==> src/rtl/mult_hilo_unit.sv <==
// mult_hilo_unit: iterative unsigned MULTU with HI/LO pair; define MULT_EARLY_TERM_EN to finish once the multiplier runs out of set bits
module mult_hilo_unit #(
  parameter int WIDTH = 32,
  parameter int CNT_W = 6
) (
  input  logic             clk,
  input  logic             rst_n,
  input  logic             start,
  input  logic [WIDTH-1:0] op_a,
  input  logic [WIDTH-1:0] op_b,
  input  logic             hi_we,
  input  logic             lo_we,
  input  logic [WIDTH-1:0] wdata,
  output logic             busy,
  output logic             done,
  output logic [WIDTH-1:0] hi,
  output logic [WIDTH-1:0] lo
);
  typedef enum logic [1:0] {IDLE, RUN, DONE} state_t;
  state_t state_q, state_d;
  logic [2*WIDTH-1:0] mcand_q, mcand_d, prod_q, prod_d, sum;
  logic [WIDTH-1:0] mplier_q, mplier_d, hi_q, hi_d, lo_q, lo_d;
  logic [CNT_W-1:0] cnt_q, cnt_d;
  logic last;
`ifdef MULT_EARLY_TERM_EN
  assign last = cnt_q == CNT_W'(WIDTH - 1) || mplier_q[WIDTH-1:1] == '0;
`else
  assign last = cnt_q == CNT_W'(WIDTH - 1);
`endif
  assign sum = prod_q + (mplier_q[0] ? mcand_q : '0);
  always_comb begin
    state_d = state_q;
    mcand_d = mcand_q;
    mplier_d = mplier_q;
    prod_d = prod_q;
    cnt_d = cnt_q;
    hi_d = hi_q;
    lo_d = lo_q;
    if (state_q == RUN) begin
      prod_d = sum;
      mcand_d = mcand_q << 1;
      mplier_d = mplier_q >> 1;
      cnt_d = cnt_q + CNT_W'(1);
      if (last) begin
        {hi_d, lo_d} = sum;
        state_d = DONE;
      end
    end else if (start) begin
      mcand_d = {{WIDTH{1'b0}}, op_a};
      mplier_d = op_b;
      prod_d = '0;
      cnt_d = '0;
      state_d = RUN;
    end else begin
      hi_d = hi_we ? wdata : hi_q;
      lo_d = lo_we ? wdata : lo_q;
      state_d = IDLE;
    end
  end
  always_ff @(posedge clk) begin
    if (!rst_n) begin
      state_q <= IDLE;
      mcand_q <= '0;
      mplier_q <= '0;
      prod_q <= '0;
      cnt_q <= '0;
      hi_q <= '0;
      lo_q <= '0;
    end else begin
      state_q <= state_d;
      mcand_q <= mcand_d;
      mplier_q <= mplier_d;
      prod_q <= prod_d;
      cnt_q <= cnt_d;
      hi_q <= hi_d;
      lo_q <= lo_d;
    end
  end
  assign busy = state_q == RUN;
  assign done = state_q == DONE;
  assign hi = hi_q;
  assign lo = lo_q;
endmodule
==> config.mk <==
export PLATFORM = sky130hd
export DESIGN_NAME = mult_hilo_unit
export DESIGN_NICKNAME = d
export VERILOG_FILES = /design/src/rtl/mult_hilo_unit.sv
export SDC_FILE = /design/constraint.sdc
export NUM_CORES = 1
export LEC_CHECK = 0
export CAP_MARGIN = 40
export CORE_AREA = 5 5 203 205
export CTS_CLUSTER_SIZE = 8
export DETAILED_ROUTE_END_ITERATION = 7
export DIE_AREA = 0 0 208 210
export HOLD_SLACK_MARGIN = 0.03
export PLACE_DENSITY = 0.52
export SYNTH_ARGS = -nofsm -noshare
export SYNTH_HDL_FRONTEND = slang
export SYNTH_SLANG_ARGS = --single-unit
==> constraint.sdc <==
create_clock -name clk -period 8.14 [get_ports clk]
set_clock_uncertainty 0.2 [all_clocks]
set_input_delay 1.221 -clock clk [delete_from_list [all_inputs] [get_ports clk]]
set_output_delay 1.221 -clock clk [all_outputs]
set_load 0.005 [all_outputs]
==> impl_metrics.json <==
{
  "cts_root_buf": "clkbuf_16",
  "cp-start-kind": "flop",
  "antenna_found_initial": 2,
  "synth.area.top_cells": "dfxtp_1, nand2_1, ha_1",
  "grt_pass1_wl_mm": 72.5,
  "io_pins": 167,
  "fin_crit_ns": 4.21,
  "max_cap_violations": 0,
  "hold_path_class": "flop to flop",
  "worst_ep_required_time_ns": 8.43,
  "p_sw_share_pct": 26.1,
  "vias_per_cell": 5.49,
  "clockBufferDepth": 3,
  "timing.final.crit_share_pct": 51.7,
  "p_switching_uw": 757,
  "combPwrFrac_pct": 12.1,
  "n_antenna_cell": 0,
  "worst_pin_slew_ns": 0.715,
  "grt.total_usage_pct": 20.7,
  "clkTransAtPathRegs_ns": 0.05,
  "syn2layout_area_growth_pct": 22.1,
  "h-tree-depth": 2,
  "power.density_nw_per_um2": 175,
  "critical_path.cell_chain": "buf_8, and2_1, ha_1, inv_1, fa_1, nand2b_1, a21oi_1, o21ai_1, nand4_1, nor2_1, o21ai_0, a31oi_1, xnor2_1, o211a_1",
  "die_w_um": 208,
  "rsz0062_at_grt": "false",
  "ys_types": 78,
  "drt_wl_total_mm": 46.7,
  "syn_area_per_cell_um2": 8.33,
  "synth_edf_count": 0,
  "max_freq_mhz": 237,
  "cts_made_buffers": 35,
  "crit_slowest_cell": "dfxtp_1",
  "power.leakage_uw": 0.00721,
  "drt_iter0_drc": 832,
  "p_total_uw": 2900,
  "placed_cells": 2226,
  "syn-num-nets": 1795,
  "dpl.hpwl_mm": 34.8,
  "clk_latency_ns": 0.54,
  "drc": 0,
  "crit_arrival_ns": 4.50,
  "cp_max_fo": 21,
  "cts_tree": "done",
  "grt-ovfl-total": 0,
  "grt_max_degree": 85,
  "synth_common_cells": "nand2_1, dfxtp_1, a21oi_1",
  "status": "completed",
  "start_util_pct": 34.6,
  "final_cells": 2269,
  "hold_slack_ns": 0.263,
  "first_global_vias": 12200,
  "cts_sinks": 232,
  "drtPass1Iterations": 5,
  "pwr-share-clk_pct": 45.4,
  "cts_resized": 0,
  "drive_gt1_share_pct": 5.33,
  "synthDominantCellAreaShare_pct": 34.2,
  "finalHoldViolations": 0,
  "nets": 1904,
  "place.gp.congestion": 0.972,
  "ys_seq_elements": 232,
  "p_int_uw": 2140,
  "design.core.area_um2": 39300,
  "wl_per_cell_um": 20.6,
  "rows": 73,
  "peakVddDrop_v": 0.000135,
  "final_max_slew_viol_count": 0,
  "timing_worst_setup_path_type": "flop to flop",
  "die_y_um": 210,
  "end_kind": "flop",
  "synth_seq_area_share_pct": 34.2,
  "post-cts-setup-buffer-count": 0,
  "slew_headroom_pct": 52.3,
  "seqPwrFrac_pct": 42.5,
  "setup_violations": 0,
  "max_stage_delay_ns": 0.60,
  "tns_ns": 0,
  "netlist_instances": 1629,
  "vias": 12500,
  "yosysWarnings": 0,
  "ys.flop_type": "dfxtp_1",
  "dieArea_um2": 43700,
  "synth_top_area_cell": "dfxtp_1",
  "ctsHoldBuffers": 0,
  "synth_most_common_cell": "nand2_1",
  "port_buffers": 166,
  "drtAntennaViolNets": 0,
  "synthArstFlopShare_pct": 0,
  "syn_area_um2": 13600
}
## cells by family after synthesis
| logic type | after synthesis | synth area share [%] |
|---|---|---|
| AOI/OAI and AO/OA | 537 | 27.9 |
| and+or+nand+nor | 537 | 18.8 |
| DFF | 232 | 34.2 |
| buffers and inverters | 136 | 4.54 |
| muxes | 68 | 5.01 |
| adders and majority gates | 65 | 6.05 |
| xor gates and xnor gates | 54 | 3.48 |
## metrics by stage
step | util (%) | worst slack, ns | area (um2)
detailed placement | 39.8 | 3.90 | 15600
floorplan | - | 4.89 | 13600
global placement | 39.4 | 3.57 | 15500
global route | 42.2 | 3.65 | 16600
finish | 42.2 | 3.93 | 16600
CTS | 42.2 | 3.88 | 16600
## path summary, 6_finish.rpt
kind	from	end	slack, ns	depth (start not counted)
worst max-delay path	mplier_q[0]	hi[4]	3.93	14
worst min-delay path	prod_q[55]	prod_q[55]	0.26	2
worst max register to register	mplier_q[0]	hi[4]	3.93	14
worst min register to register	prod_q[55]	prod_q[55]	0.26	2
## state kept, by name, summed over array words and instances, names as in the netlist
| register | count |
|---|---|
| mcand_q | 64 |
| cnt_q | 6 |
| state_q | 2 |
| hi | 32 |
| lo | 32 |
| prod_q | 64 |
| mplier_q | 32 |
## power by group through the flow
stage               clock network [uW]  logic (uW)  registers (uW)
floorplan                            0         185            1240
global placement                     0         340            1260
detailed placement                   0         352            1250
CTS                               1350         355            1230
global route                      1390         384            1240
finish                            1320         351            1230
## worst max-delay path: cells and delay by family, from the launching register on
family                   cells  cell delay (ns)
AO/OA/AOI/OAI                5             1.37
XOR/XNOR                     1             0.45
adder cells (fa/ha/maj)      2             0.52
buffers and inverters        2             0.27
flip-flops                   1             0.60
AND/OR/NAND/NOR              4             0.72
## cell usage in the layout (no fill, tap or decap), types with 4 or more instances in the layout
master,Yosys,layout
a21boi_1,8,8
a21boi_0,41,41
nand2_1,268,268
a211oi_1,6,6
nand3_1,32,32
o31ai_1,6,6
o211ai_1,14,14
o211a_1,75,75
o21bai_1,11,11
and2_1,74,74
o21ai_0,93,93
a21o_1,22,22
buf_16,0,4
clkdlybuf4s50_1,0,164
a21oi_1,101,100
o21ai_1,15,15
xnor2_1,36,36
or3_1,7,7
o21a_1,12,12
clkbuf_16,0,35
a221oi_1,4,4
and3_1,11,11
nor2_1,61,60
a31oi_1,50,50
dfxtp_1,232,232
nor3_1,18,18
mux2i_1,68,68
nor2b_1,9,9
inv_1,23,23
nand2b_1,6,5
nand4_1,23,23
xor2_1,18,18
buf_4,4,14
a22o_1,47,47
ha_1,64,64
## metal layers
layer | track usage, % | up-vias | share of wire, %
li1 | - | 6118 | -
met1 | 29.5 | 5902 | 48
met3 | 3.94 | 69 | 6.0
met5 | 0 | - | 0.058
met2 | 31.1 | 366 | 43
met4 | 7.79 | 4 | 3.4
## cell type report
| type | count | area (um2) |
|---|---|---|
| multi-input cells | 1261 | 8340 |
| clock inverters | 4 | 57.6 |
| flip-flops and latches | 232 | 4640 |
| inverters | 24 | 90.1 |
| repair buffers | 184 | 1890 |
| fillers | 3969 | 22700 |
| well taps | 525 | 657 |
| clock buffers | 39 | 901 |
Note: power is estimated with default switching activity, not from simulation.
